$ cat config.mk
export PLATFORM = sky130hd
export DESIGN_NAME = ram_uart_dumper_flat
export DESIGN_NICKNAME = d
export VERILOG_FILES = /design/src/rtl/ram_uart_dumper_pkg.sv /design/src/rtl/ram_uart_dumper_if.sv /design/src/rtl/ram_uart_dumper_uart_tx_byte.sv /design/src/rtl/ram_uart_dumper.sv /design/src/flat_wrapper.sv
export SDC_FILE = /design/constraint.sdc
export NUM_CORES = 1
export LEC_CHECK = 0
export ABC_AREA = 1
export BUFFER_PORTS_ARGS = -buffer_cell sky130_fd_sc_hd__buf_2
export CORE_ASPECT_RATIO = 0.9
export CORE_MARGIN = 3
export CORE_UTILIZATION = 60
export DETAILED_ROUTE_END_ITERATION = 8
export PLACE_DENSITY = 0.82
export SYNTH_ARGS = -nofsm -noshare
export SYNTH_HDL_FRONTEND = slang
export SYNTH_SLANG_ARGS = --single-unit
$ cat constraint.sdc
create_clock -name clk -period 3 [get_ports clk]
set_input_delay 0.3 -clock clk [delete_from_list [all_inputs] [get_ports clk]]
set_output_delay 0.3 -clock clk [all_outputs]
set_load 0.03 [all_outputs]
$ cat src/rtl/ram_uart_dumper_pkg.sv
// Shared types and constants for the RAM-to-UART dump path.
// The byte helpers keep the byte-order choice in one place.
package ram_uart_pkg;

  typedef enum logic [2:0] {
    ST_IDLE,
    ST_RD_REQ,
    ST_RD_WAIT,
    ST_LOAD,
    ST_SEND,
    ST_NEXT
  } state_e;

  localparam int UART_FRAME_BITS  = 10;
  localparam int BYTES_PER_WORD   = 4;
  localparam int DEF_CLKS_PER_BIT = 868;

  function automatic logic [7:0] head_byte(input logic [31:0] w, input bit msb_first);
    return msb_first ? w[31:24] : w[7:0];
  endfunction

  function automatic logic [31:0] shift_byte(input logic [31:0] w, input bit msb_first);
    return msb_first ? {w[23:0], 8'h00} : {8'h00, w[31:8]};
  endfunction

endpackage

$ cat src/rtl/ram_uart_dumper_if.sv
// Read port of the upstream count RAM; the dumper strobes, the RAM answers.
interface ram_uart_dumper_if #(parameter int DATA_W = 32);
  logic              read_enable;
  logic [DATA_W-1:0] read_data;

  modport master (output read_enable, input read_data);
  modport slave  (input read_enable, output read_data);
endinterface

$ cat src/rtl/ram_uart_dumper_uart_tx_byte.sv
// 8N1 byte transmitter. tx_busy drops in the final stop-bit cycle so the
// next byte can start with no idle gap.
module uart_tx_byte
  import ram_uart_pkg::*;
#(
  parameter int CLKS_PER_BIT = DEF_CLKS_PER_BIT
) (
  input  logic       clk,
  input  logic       rst,
  input  logic       tx_start,
  input  logic [7:0] tx_data,
  output logic       tx_line,
  output logic       tx_busy,
  output logic       tx_done
);

  localparam logic [15:0] BAUD_LAST = 16'(CLKS_PER_BIT - 1);
  localparam logic [3:0]  BIT_LAST  = 4'(UART_FRAME_BITS - 1);

  logic        active_q;
  logic [3:0]  bit_q;
  logic [15:0] baud_q;
  logic [7:0]  data_q;
  logic        line_q;
  logic        baud_end;

  assign baud_end = (baud_q == BAUD_LAST);
  assign tx_done  = active_q && baud_end && (bit_q == BIT_LAST);
  assign tx_busy  = active_q && !tx_done;
  assign tx_line  = line_q;

  always_ff @(posedge clk or negedge rst) begin
    if (!rst) begin
      active_q <= 1'b0;
      bit_q    <= '0;
      baud_q   <= '0;
      data_q   <= '0;
      line_q   <= 1'b1;
    end else if (tx_start && !tx_busy) begin
      active_q <= 1'b1;
      bit_q    <= '0;
      baud_q   <= '0;
      data_q   <= tx_data;
      line_q   <= 1'b0;
    end else if (active_q) begin
      if (!baud_end) begin
        baud_q <= baud_q + 16'd1;
      end else begin
        baud_q <= '0;
        if (bit_q == BIT_LAST) begin
          active_q <= 1'b0;
          bit_q    <= '0;
          line_q   <= 1'b1;
        end else begin
          bit_q <= bit_q + 4'd1;
          // frame bit k+1 is data[k] for k=0..7, then the stop bit
          line_q <= (bit_q == BIT_LAST - 4'd1) ? 1'b1 : data_q[bit_q[2:0]];
        end
      end
    end
  end

endmodule

$ cat src/rtl/ram_uart_dumper.sv
// Drains NUM_WORDS words from the upstream count RAM and streams each as
// four back-to-back 8N1 bytes on uart_tx.
module ram_uart_dumper
  import ram_uart_pkg::*;
#(
  parameter int CLKS_PER_BIT = DEF_CLKS_PER_BIT,
  parameter int NUM_WORDS    = 2048,
  parameter int RD_LATENCY   = 1,
  parameter int MSB_FIRST    = 1
) (
  input  logic               clk,
  input  logic               rst,
  input  logic               start,
  ram_uart_dumper_if.master  ram,
  output logic               uart_tx,
  output logic               busy,
  output logic               done
);

  localparam int                CNT_W     = $clog2(NUM_WORDS + 1);
  localparam logic [CNT_W-1:0]  LAST_WORD = CNT_W'(NUM_WORDS);
  localparam logic [1:0]        LAST_BYTE = 2'(BYTES_PER_WORD - 1);
  localparam bit                MSB       = (MSB_FIRST != 0);

  state_e                 state_q;
  logic [CNT_W-1:0]       word_q, word_d;
  logic [1:0]             byte_q;
  logic [31:0]            shreg_q;
  logic                   re_q, busy_q, done_q;
  logic [RD_LATENCY-1:0]  vld_pipe_q;

  logic [31:0] tx_word;
  logic [7:0]  tx_data;
  logic        tx_start, tx_busy, tx_done;

  assign word_d = word_q + CNT_W'(1);

  // First byte comes straight off read_data so its start bit lands in the
  // first SEND cycle; later bytes come from the shifted capture.
  assign tx_word  = (state_q == ST_LOAD) ? ram.read_data : shift_byte(shreg_q, MSB);
  assign tx_data  = head_byte(tx_word, MSB);
  assign tx_start = !tx_busy && ((state_q == ST_LOAD) ||
                    ((state_q == ST_SEND) && tx_done && (byte_q != LAST_BYTE)));

  always_ff @(posedge clk or negedge rst) begin
    if (!rst) begin
      vld_pipe_q <= '0;
    end else begin
      vld_pipe_q[0] <= re_q;
      for (int i = 1; i < RD_LATENCY; i++) vld_pipe_q[i] <= vld_pipe_q[i-1];
    end
  end

  always_ff @(posedge clk or negedge rst) begin
    if (!rst) begin
      state_q <= ST_IDLE;
      word_q  <= '0;
      byte_q  <= '0;
      shreg_q <= '0;
      re_q    <= 1'b0;
      busy_q  <= 1'b0;
      done_q  <= 1'b0;
    end else begin
      re_q <= 1'b0;
      unique case (state_q)
        ST_IDLE: if (start) begin
          state_q <= ST_RD_REQ;
          re_q    <= 1'b1;
          busy_q  <= 1'b1;
          done_q  <= 1'b0;
          word_q  <= '0;
        end
        ST_RD_REQ:  state_q <= ST_RD_WAIT;
        ST_RD_WAIT: if (vld_pipe_q[RD_LATENCY-1]) state_q <= ST_LOAD;
        ST_LOAD: begin
          shreg_q <= ram.read_data;
          byte_q  <= '0;
          state_q <= ST_SEND;
        end
        ST_SEND: if (tx_done) begin
          if (byte_q == LAST_BYTE) begin
            state_q <= ST_NEXT;
          end else begin
            byte_q  <= byte_q + 2'd1;
            shreg_q <= shift_byte(shreg_q, MSB);
          end
        end
        ST_NEXT: begin
          word_q <= word_d;
          if (word_d == LAST_WORD) begin
            state_q <= ST_IDLE;
            busy_q  <= 1'b0;
            done_q  <= 1'b1;
          end else begin
            state_q <= ST_RD_REQ;
            re_q    <= 1'b1;
          end
        end
        default: state_q <= ST_IDLE;
      endcase
    end
  end

  assign ram.read_enable = re_q;
  assign busy            = busy_q;
  assign done            = done_q;

  uart_tx_byte #(.CLKS_PER_BIT(CLKS_PER_BIT)) u_tx (
    .clk      (clk),
    .rst      (rst),
    .tx_start (tx_start),
    .tx_data  (tx_data),
    .tx_line  (uart_tx),
    .tx_busy  (tx_busy),
    .tx_done  (tx_done)
  );

endmodule
$ cat src/flat_wrapper.sv
// flat-port wrapper written by rule: the top's interface ports become plain ports
module ram_uart_dumper_flat import ram_uart_pkg::*;
#(
  parameter int CLKS_PER_BIT = DEF_CLKS_PER_BIT,
  parameter int NUM_WORDS    = 2048,
  parameter int RD_LATENCY   = 1,
  parameter int MSB_FIRST    = 1
)
  (clk, rst, start, uart_tx, busy, done, ram_read_enable, ram_read_data);
  ram_uart_dumper_if ram_i ();
  input  logic clk;
  input  logic rst;
  input  logic start;
  output logic uart_tx;
  output logic busy;
  output logic done;
  output wire logic [$bits(ram_i.read_enable)-1:0] ram_read_enable;
  input wire logic [$bits(ram_i.read_data)-1:0] ram_read_data;
  assign ram_read_enable = ram_i.read_enable;
  assign ram_i.read_data = ram_read_data;
  ram_uart_dumper #(.CLKS_PER_BIT(CLKS_PER_BIT), .NUM_WORDS(NUM_WORDS), .RD_LATENCY(RD_LATENCY), .MSB_FIRST(MSB_FIRST)) u_core (.clk(clk), .rst(rst), .start(start), .ram(ram_i), .uart_tx(uart_tx), .busy(busy), .done(done));
endmodule
Yosys cells after proc, flatten, opt, wreduce, memory -nomap -nowiden
Index checks and enable logic that the tools add are counted.
- $add $sub $neg: 4
- $lt $le $gt $ge: 1
- eq/ne operators: 17
- mux-type cells: 42
- reductions and logical operators: 20
- operator list (operator ; number):
    2-to-1 mux 16 bit ; 3
    2-to-1 mux 24 bit ; 2
    one-hot mux 24 bit (2 select lines) ; 1
    2-to-1 mux 32 bit ; 1
    one-hot mux 12 bit (2 select lines) ; 1
    one-hot mux 3 bit (6 select lines) ; 1
    2-to-1 mux 1 bit ; 17
    adder 16 x 1 -> 16 bit, second input constant ; 1
    equality test 16 x 10 -> 1 bit, second input constant ; 1
    2-to-1 mux 4 bit ; 4
    adder 12 x 1 -> 12 bit, second input constant ; 1
    equality test 12 bit, second input constant ; 1
    2-to-1 mux 12 bit ; 1
    2-to-1 mux 3 bit ; 4
    equality test 4 bit, second input constant ; 2
    inequality test 2 bit, second input constant ; 4
    nonzero test 2 bit ; 4
    logical AND 1 bit ; 7
    equality test 3 x 2 -> 1 bit, second input constant ; 2
    equality test 3 bit, second input constant ; 2
    inequality test 2 x 1 -> 1 bit, second input constant ; 3
    one-hot mux 1 bit (2 select lines) ; 3
    AND reduction 3 bit ; 2
    adder 4 x 1 -> 4 bit, second input constant ; 1
    other kinds (12) ; 15
- register bits: 75
- input port bits: 35
- output and inout port bits: 4
- logic and storage cells: 97

Logic depth before layout (Yosys ltp)
Gate-level depths: netlist of the first run.
- word-level depth: 10
- depth in mapped cells: 14
- depth with buffers taken out: 14

By module
A second synthesis of the first run with hierarchy kept.
- cells, all modules: 574
- area total of the unflattened synthesis: 4214.0 sq um
- by module, submodules not included (module ; times used ; cells each ; area an instance (sq um) ; seq. area each (sq um)):
    ram_uart_dumper ; 1 ; 290 ; 2329.7 ; 1126.1
    uart_tx_byte ; 1 ; 284 ; 1884.3 ; 752.0

Least setup slack after synthesis of the first run
OpenSTA, ideal clock, no wires.
- path kind: flip-flop to flip-flop
- from: register u_core.u_tx.baud_q[0]
- to: register u_core.u_tx.bit_q[2]
- library setup time: 124 ps
- data arrival time: 1629 ps
- data required time: 2876 ps
- setup slack: 1247 ps
- stages on the path, launching flop included: 13
- buffers on the path: 2
- period minus slack after synthesis: 1753 ps
- cell sequence: dfrtp_1 ha_1 inv_1 nor3_1 nand2_1 nor2_4 nand2_1 a21oi_1 nand2_1 buf_6 buf_6 nand4_1 nand2_1
- cells in the longest elaborated chain, start to end: 10
- elaborated cells on any way between the ends: 15
- classes of those cells: eq/ne (1); mux (1); reduce/logical (13)
- RTL lines (what ; line ; source):
    start, declared ; ram_uart_dumper_uart_tx_byte.sv:22 ; logic [15:0] baud_q;
    start signal, assigned ; ram_uart_dumper_uart_tx_byte.sv:47 ; baud_q <= baud_q + 16'd1;
    equality test 16 x 10 -> 1 bit * ; ram_uart_dumper_uart_tx_byte.sv:27 ; assign baud_end = (baud_q == BAUD_LAST);
    logical AND 1 bit (2 in series) ; ram_uart_dumper_uart_tx_byte.sv:28 ; assign tx_done = active_q && baud_end && (bit_q == BIT_LAST);
    logical NOT 1 bit or logical AND 1 bit (tied branches) ; ram_uart_dumper_uart_tx_byte.sv:29, ram_uart_dumper.sv:43 ;
    logical AND 1 bit (on tied branches) ; ram_uart_dumper_uart_tx_byte.sv:29, ram_uart_dumper.sv:43 ;
    logical NOT 1 bit or logical OR 1 bit (tied branches) ; ram_uart_dumper_uart_tx_byte.sv:39, ram_uart_dumper.sv:42 ;
    logical AND 1 bit ; ram_uart_dumper.sv:42 ; assign tx_start = !tx_busy && ((state_q == ST_LOAD) ||
    logical AND 1 bit ; ram_uart_dumper_uart_tx_byte.sv:39 ; end else if (tx_start && !tx_busy) begin
    nonzero test 2 bit (no line) ; -- ;
    AND reduction 2 bit (no line) ; -- ;
    end signal, assigned ; ram_uart_dumper_uart_tx_byte.sv:55 ; bit_q <= bit_q + 4'd1;
    end, declared ; ram_uart_dumper_uart_tx_byte.sv:21 ; logic [3:0] bit_q;
Every way passes the cells marked *; elsewhere a longest branch is shown, timed or not.
A chain may end at the register's enable or synchronous reset.

Final worst setup path of the first run
- from: register u_core.u_tx.baud_q[0]
- to: register u_core.u_tx.data_q[0]
- cells in the longest elaborated chain, start to end: 8
- elaborated cells on any way between the ends: 11
- classes of those cells: eq/ne (1); reduce/logical (10)
- RTL lines (what ; line ; source):
    equality test 16 x 10 -> 1 bit * ; ram_uart_dumper_uart_tx_byte.sv:27 ;
    logical AND 1 bit * (2 in series) ; ram_uart_dumper_uart_tx_byte.sv:28 ;
    logical NOT 1 bit or logical AND 1 bit (tied branches) ; ram_uart_dumper_uart_tx_byte.sv:29, ram_uart_dumper.sv:43 ;
    logical AND 1 bit (on tied branches) ; ram_uart_dumper_uart_tx_byte.sv:29, ram_uart_dumper.sv:43 ;
    logical NOT 1 bit or logical OR 1 bit (tied branches) ; ram_uart_dumper_uart_tx_byte.sv:39, ram_uart_dumper.sv:42 ;
    logical AND 1 bit ; ram_uart_dumper.sv:42 ;
    logical AND 1 bit * ; ram_uart_dumper_uart_tx_byte.sv:39 ;
    end signal, assigned ; ram_uart_dumper_uart_tx_byte.sv:43 ; data_q <= tx_data;
    end, declared ; ram_uart_dumper_uart_tx_byte.sv:23 ; logic [7:0] data_q;
Marked as above.

==> results of run 1 <==
==> layout make-up <==
cell class / count / area, sq um
inverters: 41 / 154
clock inverters: 4 / 76.3
well taps: 87 / 109
fillers: 501 / 1890
clock buffers: 11 / 131
multi-input cells: 368 / 1870
flip-flops and latches: 75 / 1880
repair buffers: 41 / 215
==> worst max path at each step <==
stage                          startpoint                     to  cells after the start
CTS                 u_core.u_tx.baud_q[0]  u_core.u_tx.data_q[0]                     10
finish              u_core.u_tx.baud_q[0]  u_core.u_tx.data_q[0]                     11
global placement    u_core.u_tx.baud_q[0]  u_core.u_tx.baud_q[6]                     11
detailed placement  u_core.u_tx.baud_q[0]  u_core.u_tx.data_q[0]                     11
global route        u_core.u_tx.baud_q[0]  u_core.u_tx.data_q[0]                     11
floorplan           u_core.u_tx.baud_q[0]   u_core.u_tx.bit_q[2]                     12
==> layout by cell type, fill, tap and decap left out, types with 5 or more instances in the layout <==
cell type | netlist | final
nand2_1 | 154 | 154
dfrtp_1 | 74 | 74
nand3_1 | 43 | 43
nor2_1 | 41 | 41
inv_1 | 40 | 40
buf_2 | 4 | 37
mux2i_1 | 24 | 24
nand4_1 | 20 | 20
o21ai_0 | 19 | 19
o21ai_1 | 18 | 18
xor2_1 | 10 | 10
clkbuf_8 | 0 | 9
o22ai_1 | 8 | 8
nor3_1 | 5 | 5
a21oi_1 | 5 | 5
o211ai_1 | 5 | 5
==> state kept, by name (all words and copies together) (netlist names) <==
signal / flops
u_core.busy: 1
u_core.byte_q: 2
u_core.done: 1
u_core.ram.read_enable: 1
u_core.shreg_q: 24
u_core.state_q: 3
u_core.u_tx.active_q: 1
u_core.u_tx.baud_q: 16
u_core.u_tx.bit_q: 4
u_core.u_tx.data_q: 8
u_core.u_tx.tx_line: 1
u_core.vld_pipe_q: 1
u_core.word_q: 12
==> where the power goes <==
group | total [uW] | switching (uW) | internal, uW | leakage, uW
Sequential | 1590 | 261 | 1330 | 0.000969
Clock | 830 | 364 | 466 | 0.0000996
Combinational | 1010 | 630 | 379 | 0.00121
Total | 3430 | 1250 | 2170 | 0.00228
==> cell families (layout without fill, tap and decap cells) <==
group	Yosys count	count (layout)	synth area share [%]
simple gates	271	271	29.0
buf+inv	63	97	6.76
flops	75	75	46.7
xor+xnor	12	12	2.62
fa+ha+maj	3	3	0.934
compound gates	58	58	7.97
mux	24	24	5.98
==> critical path, cell delays in order, from the launching register on <==
cell	delay (ns)
dfrtp_1	0.41
ha_1	0.26
inv_1	0.06
nor3_1	0.16
nand2_1	0.12
nor2_4	0.31
nand2_1	0.12
a21oi_1	0.14
nand2_1	0.08
buf_4	0.28
nand2_1	0.11
o21ai_0	0.10
==> per-stage QoR <==
stage	util (%)	hold WS [ns]
2_1_floorplan	-	0.00441
3_3_place_gp	66.9	0.378
3_5_place_dp	66.9	0.393
4_1_cts	70.2	0.122
5_1_grt	70.2	0.138
6_report	70.2	0.0961
==> metal layers <==
| metal | track usage (%) | vias up | share of wire [%] |
|---|---|---|---|
| li1 | - | 1731 | - |
| met1 | 31.0 | 1596 | 46 |
| met2 | 38.3 | 94 | 48 |
| met3 | 5.95 | 8 | 5.0 |
| met4 | 6.48 | 0 | 0.94 |
| met5 | 0 | - | 0 |
==> impl_metrics.tcl, run 1 <==
set metrics [dict create \
    powerDensity_nw_per_um2 773 \
    dieArea_sq_um 7720 \
    synth.area.top_cells "dfrtp_1 46%, nand2_1 14%, mux2i_1 6.0%, nand3_1 5.4%, nor2_1 3.8%" \
    cp.arrival_ns 2.52 \
    cts_tree "built" \
    drv_cap 0 \
    hold_viol_final 0 \
    grt_setup_unrepaired "no" \
    cts_setup_buffers 0 \
    wl_per_cell_um 13.1 \
    drt-total-wl_um 8230 \
    place_ws_ns 0.724 \
    grtUsageTotal_pct 23.4 \
    finalMaxSlewViolations 0 \
    vdd_drop_max_mv 0.533 \
    grt_pass1_vias 3255 \
    synth_top_area_share_pct 46.1 \
    grt_pass1_wl_um 14700 \
    path_clk_slew_ns 0.08 \
    htreeDepth 3 \
    setup_viol 0 \
    route.vias.total 3429 \
    yosysMostFrequentCell "nand2_1" \
    num_rows 27 \
    port_buffers 38 \
    cts_sinks 75 \
    grt_max_degree 76 \
    ctsHoldBuffers 0 \
    hold_path_class "in -> async" \
    overflow 0 \
    crit_required_ns 3.20 \
    setup_slack_ns 0.678 \
    dp_cells 612 \
    p_total_uw 3430 \
    yosysWarnings 0 \
    crit_type "reg -> reg" \
    tightest_slew_ns 0.927 \
    ys_seq_area_share_pct 46.7 \
    rr_endpoint "u_core.u_tx.data_q[0]" \
    place_area_sq_um 4220 \
    ys.flop_type "dfrtp_1" \
    fin_worst_skew_ns 0.0116 \
    clock_path_buffers 2 \
    status "complete, no violations" \
    synth_common_cells "154 x nand2_1, 74 x dfrtp_1, 43 x nand3_1" \
    min_period_ns 2.32 \
    synthArstFlopShare_pct 100 \
    critPathMaxFanout 57 \
    synthCells 506 \
    globalplace.congestion 0.882 \
    drc_errors 0 \
    fin_nets 574 \
    drive_above_1_share_pct 11.1 \
    synth-seq-cells 75 \
    synth_edf_count 0 \
    slew_headroom_pct 38.2 \
    dr.first_iter.drc_count 209 \
    die_y_um 83.6 \
    root_buffer "clkbuf_8" \
    syn-mean-instance-area_sq_um 7.94 \
    cts_buffers 9 \
    finalCritPeriodShare_pct 77.4 \
    drtAntennaViolNets 0 \
    r2r_start "u_core.u_tx.baud_q[0]" \
    yosysUniqueCellTypes 30 \
    end_kind "flop" \
    ios 39 \
    synth.largest_area_cell "dfrtp_1" \
    vias_per_cell 5.47 \
    worstSkewPairLatency_ns 0.35 \
    regToRegSetupSlack_ns 0.68 \
    firstDrtPassIters 5 \
    core-area_sq_um 6320 \
    cts_resized 0 \
    finalSetupTns_ns 0 \
    cp-start-kind "flop" \
    synthToLayoutAreaGrowth_pct 10.3 \
    syn_nets 544 \
    start_util_pct 63.6 \
    stdcell_area_sq_um 4430 \
    reg2reg_depth 11 \
    netlist_area_sq_um 4020 \
    instances_no_fill 627 \
    dp_hpwl_um 5570 \
    max_freq_mhz 431 \
    leakagePower_uw 0.00228 \
    antenna_found_initial 0 \
    num_antenna_cells 0 \
    fp.dieW_um 92.3 \
]
Note: power is estimated with default switching activity, not from simulation.
==> run 2, diff against run 1 <==
- CORE_UTILIZATION: 60 -> 59
- PLACE_DENSITY: 0.82 -> 0.81
- clock period: 3 -> 2.2 ns (I/O delays scaled with it)
==> impl_metrics.tcl, run 2 (synthesis results as in run 1) <==
set metrics [dict create \
    status "complete, no violations" \
    critPathMostFrequentCell "nand2_1" \
    cts_buffers 9 \
    path_clk_slew_ns 0.08 \
    grt_pass1_wl_um 14700 \
    place_area_sq_um 4280 \
    dp_hpwl_um 5930 \
    p_int_uw 3040 \
    tightest_slew_ns 0.633 \
    r2r_start "u_core.u_tx.baud_q[0]" \
    die_y_um 84.3 \
    finalCritPeriodShare_pct 86.4 \
    dieArea_sq_um 7840 \
    final.fill_count 519 \
    cp-start-kind "flop" \
    crit_end "u_core.shreg_q[19]" \
    setup_viol 0 \
    overflow 0 \
    leakagePower_uw 0.00234 \
    vias_per_cell 5.46 \
    htreeDepth 3 \
    port_buffers 38 \
    path_cells "ha_1 -> inv_1 -> nor3_1 -> nand2_1 -> nor2_4 -> nand4_1 -> nand2_1 -> o21ai_2 -> buf_4 -> nand2_1 -> o21ai_1" \
    largest_register_ffs 24 \
    drive_above_1_share_pct 12.6 \
    finalSetupTns_ns 0 \
    cts_setup_buffers 0 \
    min_period_ns 1.90 \
    hold_path_class "in -> reg" \
    crit_type "reg -> reg" \
    seq_area_sq_um 1880 \
    crit_required_ns 2.42 \
    drv_cap 0 \
    end_kind "flop" \
    core-area_sq_um 6350 \
    regMostFlops "u_core.shreg_q" \
    drt-total-wl_um 8410 \
    final_cell_mix "154 x nand2_1, 74 x dfrtp_1, 43 x nand3_1" \
    cts_sinks 75 \
    num_rows 27 \
    p_comb_share_pct 30.8 \
    clock_path_buffers 2 \
    critPathMaxFanout 44 \
    ios 39 \
    globalplace.congestion 0.855 \
    grt_max_degree 45 \
    cp.depth 11 \
    powerDensity_nw_per_um2 1060 \
    root_buffer "clkbuf_8" \
    antenna_found_initial 0 \
    regToRegSetupSlack_ns 0.30 \
    finalMaxSlewViolations 0 \
    route.vias.total 3464 \
    fin_worst_skew_ns 0.0108 \
    multiInputGateArea_sq_um 1870 \
    num_antenna_cells 0 \
    final_common_cell "nand2_1" \
    setup_slack_ns 0.299 \
    final_core_util_pct 71.3 \
    reg2reg_depth 11 \
    fin_nets 581 \
    slew_headroom_pct 57.7 \
    drc_errors 0 \
    grtUsageTotal_pct 23.1 \
    worstSkewPairLatency_ns 0.35 \
    dr.first_iter.drc_count 139 \
    grt_setup_unrepaired "no" \
    hold_viol_final 0 \
    cp.arrival_ns 2.12 \
    worstPathBufferInverterCount 2 \
    crit_slowest_cell "dfrtp_1" \
    crit_path_max_incr_delay_ns 0.39 \
    cts_tree "built" \
    pwr-share-seq_pct 44.1 \
    stdcell_area_sq_um 4530 \
    place_ws_ns 0.265 \
    crit_start "u_core.u_tx.baud_q[0]" \
    firstDrtPassIters 5 \
    switching_share_pct 37.0 \
    drtAntennaViolNets 0 \
    wl_per_cell_um 13.2 \
    fp.dieW_um 93.0 \
    max_freq_mhz 526 \
    crit_family "simple AND/OR/NAND/NOR gates" \
    synthToLayoutAreaGrowth_pct 12.8 \
    vdd_drop_max_mv 0.813 \
    reg_top3 "u_core.shreg_q (24), u_core.u_tx.baud_q (16), u_core.word_q (12)" \
    switching_power_uw 1780 \
    clockPowerShare_pct 25.2 \
    start_util_pct 63.3 \
    grt_pass1_vias 3307 \
    rr_endpoint "u_core.shreg_q[19]" \
]
-- run 2: power by group through the flow --
stage | sequential (uW) | clock [uW] | combinational, uW
5_1_grt | 2190 | 1320 | 1690
3_5_place_dp | 2130 | 0 | 1470
4_1_cts | 2110 | 1250 | 1490
3_3_place_gp | 2120 | 0 | 1390
6_report | 2120 | 1210 | 1480
2_1_floorplan | 2080 | 0 | 1130
-- run 2: repair_timing --
item / in CTS / in global routing
hold buffers: 1 / 0
endpoints found under the setup margin: 0 / 1
endpoints found under the hold margin: 32 / 0
resized for setup: 0 / 1
-- run 2: area by class of cell --
| cell class | count | area share (%) |
|---|---|---|
| multi-input combinational | 368 | 41.2 |
| clock inverter | 6 | 2.15 |
| timing repair buffer | 48 | 6.32 |
| inverter | 41 | 3.40 |
| sequential | 75 | 41.5 |
| clock buffer | 10 | 3.04 |
| tap | 87 | 2.40 |
-- run 2: worst min-delay path by stage --
stage / slack, ns / depth (start not counted) / endpoint / start
2_1_floorplan: -0.08 / 0 / u_core.busy / rst
3_3_place_gp: 0.19 / 1 / u_core.u_tx.baud_q[8] / rst
3_5_place_dp: 0.20 / 1 / u_core.u_tx.baud_q[8] / rst
4_1_cts: 0.04 / 3 / u_core.shreg_q[2] / ram_read_data[2]
5_1_grt: 0.05 / 3 / u_core.shreg_q[7] / ram_read_data[7]
6_report: 0.06 / 3 / u_core.shreg_q[3] / ram_read_data[3]
-- run 2: metal layers --
| metal | share of wire (%) | GRT usage (%) | up-vias |
|---|---|---|---|
| li1 | - | - | 1746 |
| met1 | 45 | 30.4 | 1613 |
| met2 | 48 | 37.1 | 94 |
| met3 | 5.9 | 6.72 | 11 |
| met4 | 1.2 | 7.06 | 0 |
| met5 | 0 | 0 | - |
-- run 2: metrics by stage --
step           cells  hold WS, ns  total power [uW]
4_1_cts          635       0.0433              4850
2_1_floorplan    506      -0.0756              3210
3_3_place_gp     618        0.194              3510
6_report         635       0.0605              4820
3_5_place_dp     618        0.196              3610
5_1_grt          635       0.0528              5200
-- run 2: tightest hold or removal path: stages --
cell and delay (ns):
buf_2 0.07, nand2_1 0.04, nand2_1 0.05
==> run 3, diff against run 2 <==
- REMOVE_ABC_BUFFERS: default -> 1
==> impl_metrics.tcl, run 3 (synthesis results as in run 1) <==
set metrics [dict create \
    globalplace.congestion 0.909 \
    drc_errors 0 \
    place_ws_ns 0.267 \
    leakagePower_uw 0.00231 \
    ios 39 \
    htreeDepth 3 \
    wl_per_cell_um 13.3 \
    finalMaxSlewViolations 0 \
    status "complete, no violations" \
    fp.dieW_um 93.0 \
    regMostFlops "u_core.shreg_q" \
    hold_path_class "in -> reg" \
    cts_tree "built" \
    finalCritPeriodShare_pct 87.2 \
    final_cell_mix "154 x nand2_1, 74 x dfrtp_1, 43 x nand3_1" \
    drv_cap 0 \
    reg2reg_depth 11 \
    dr.first_iter.drc_count 184 \
    fin_nets 580 \
    cp-start-kind "flop" \
    switching_power_uw 1850 \
    clock_path_buffers 2 \
    drive_above_1_share_pct 12.4 \
    dp_cells 617 \
    drtAntennaViolNets 0 \
    synthToLayoutAreaGrowth_pct 11.5 \
    path_clk_slew_ns 0.10 \
    grt_pass1_vias 3358 \
    route.vias.total 3482 \
    min_period_ns 1.92 \
    end_kind "flop" \
    root_buffer "clkbuf_8" \
    pwr-share-seq_pct 45.9 \
    num_rows 27 \
    switching_share_pct 39.9 \
    rr_endpoint "u_core.u_tx.baud_q[6]" \
    vdd_drop_max_mv 0.723 \
    min_from "ram_read_data[5]" \
    dp_hpwl_um 5750 \
    powerDensity_nw_per_um2 1040 \
    cts_sinks 75 \
    start_util_pct 63.3 \
    instances_no_fill 634 \
    setup_viol 0 \
    fin_worst_skew_ns 0.0121 \
    grt_max_degree 48 \
    cp.arrival_ns 2.17 \
    reg_top3 "u_core.shreg_q (24), u_core.u_tx.baud_q (16), u_core.word_q (12)" \
    p_int_uw 2790 \
    final_common_cell "nand2_1" \
    cts_setup_buffers 0 \
    antenna_found_initial 0 \
    final_core_util_pct 70.5 \
    crit_required_ns 2.45 \
    largest_register_ffs 24 \
    slew_headroom_pct 58.0 \
    grt_pass1_wl_um 15200 \
    r2r_start "u_core.u_tx.baud_q[0]" \
    setup_slack_ns 0.281 \
    port_buffers 38 \
    hold_depth 3 \
    place_area_sq_um 4270 \
    dieArea_sq_um 7840 \
    regToRegSetupSlack_ns 0.28 \
    num_antenna_cells 0 \
    p_comb_share_pct 31.5 \
    stdcell_area_sq_um 4480 \
    grt_setup_unrepaired "no" \
    p_total_uw 4650 \
    whs_endpoint "u_core.shreg_q[5]" \
    overflow 0 \
    crit_type "reg -> reg" \
    worstSkewPairLatency_ns 0.37 \
    hold_viol_final 0 \
    critPathMaxFanout 30 \
    tightest_slew_ns 0.629 \
    max_freq_mhz 521 \
    core-area_sq_um 6350 \
    firstDrtPassIters 4 \
    drt-total-wl_um 8450 \
    clockPowerShare_pct 22.6 \
    cts_buffers 9 \
    die_y_um 84.3 \
    vias_per_cell 5.49 \
    grtUsageTotal_pct 23.9 \
]
[run 3: metal layers]
layer | part of all wire (%) | up-vias | track usage (%)
met4 | 1.4 | 0 | 7.86
met3 | 5.6 | 10 | 5.65
li1 | - | 1743 | -
met5 | 0 | - | 0
met1 | 46 | 1632 | 32.4
met2 | 47 | 97 | 38.0
[run 3: worst max-delay path: stages (launching register included)]
cell and delay (ns):
dfrtp_1 0.40, ha_1 0.24, inv_1 0.05, nor3_1 0.13, nand2_1 0.12, nor2_4 0.14, nand2_1 0.08, a21oi_1 0.13
nand2_1 0.08, buf_4 0.23, nand2_1 0.11, o21ai_0 0.08
[run 3: repair_timing]
item / CTS / global route
endpoints found under the hold margin: 45 / 0
gates resized for setup: 0 / 0
hold buffers: 1 / 0
[run 3: how the worst max path moves through the flow]
stage | startpoint | end | slack [ns] | depth (start not counted)
final | u_core.u_tx.baud_q[0] | u_core.u_tx.baud_q[6] | 0.28 | 11
after global routing | u_core.u_tx.baud_q[0] | u_core.u_tx.baud_q[12] | 0.03 | 11
after floorplan | u_core.state_q[2] | u_core.u_tx.baud_q[0] | -0.46 | 7
after CTS | u_core.u_tx.baud_q[0] | u_core.u_tx.baud_q[6] | 0.28 | 11
after global placement | u_core.word_q[0] | u_core.busy | 0.35 | 11
after detailed placement | u_core.u_tx.baud_q[0] | u_core.u_tx.baud_q[6] | 0.27 | 11
[run 3: area by class of cell]
| class | count | area (sq um) |
|---|---|---|
| sequential | 75 | 1880 |
| clock inverter | 7 | 70.1 |
| inverter | 41 | 154 |
| clock buffer | 9 | 124 |
| fill | 528 | 1870 |
| timing repair buffer | 47 | 275 |
| tap | 87 | 109 |
| multi-input combinational | 368 | 1870 |
[run 3: power groups by stage]
stage	clock network, uW	logic (uW)	registers (uW)
floorplan	0	1000	2130
global placement	0	1380	2130
detailed placement	0	1460	2140
CTS	1070	1480	2120
global route	1140	1700	2190
finish	1050	1460	2130
[run 3: through the flow]
step                      TNS [ns]  hold slack, ns
after floorplan             -16.21         -0.0756
after global placement           0           0.273
after detailed placement         0           0.274
after CTS                        0          0.0354
after global routing             0          0.0429
final                            0          0.0440
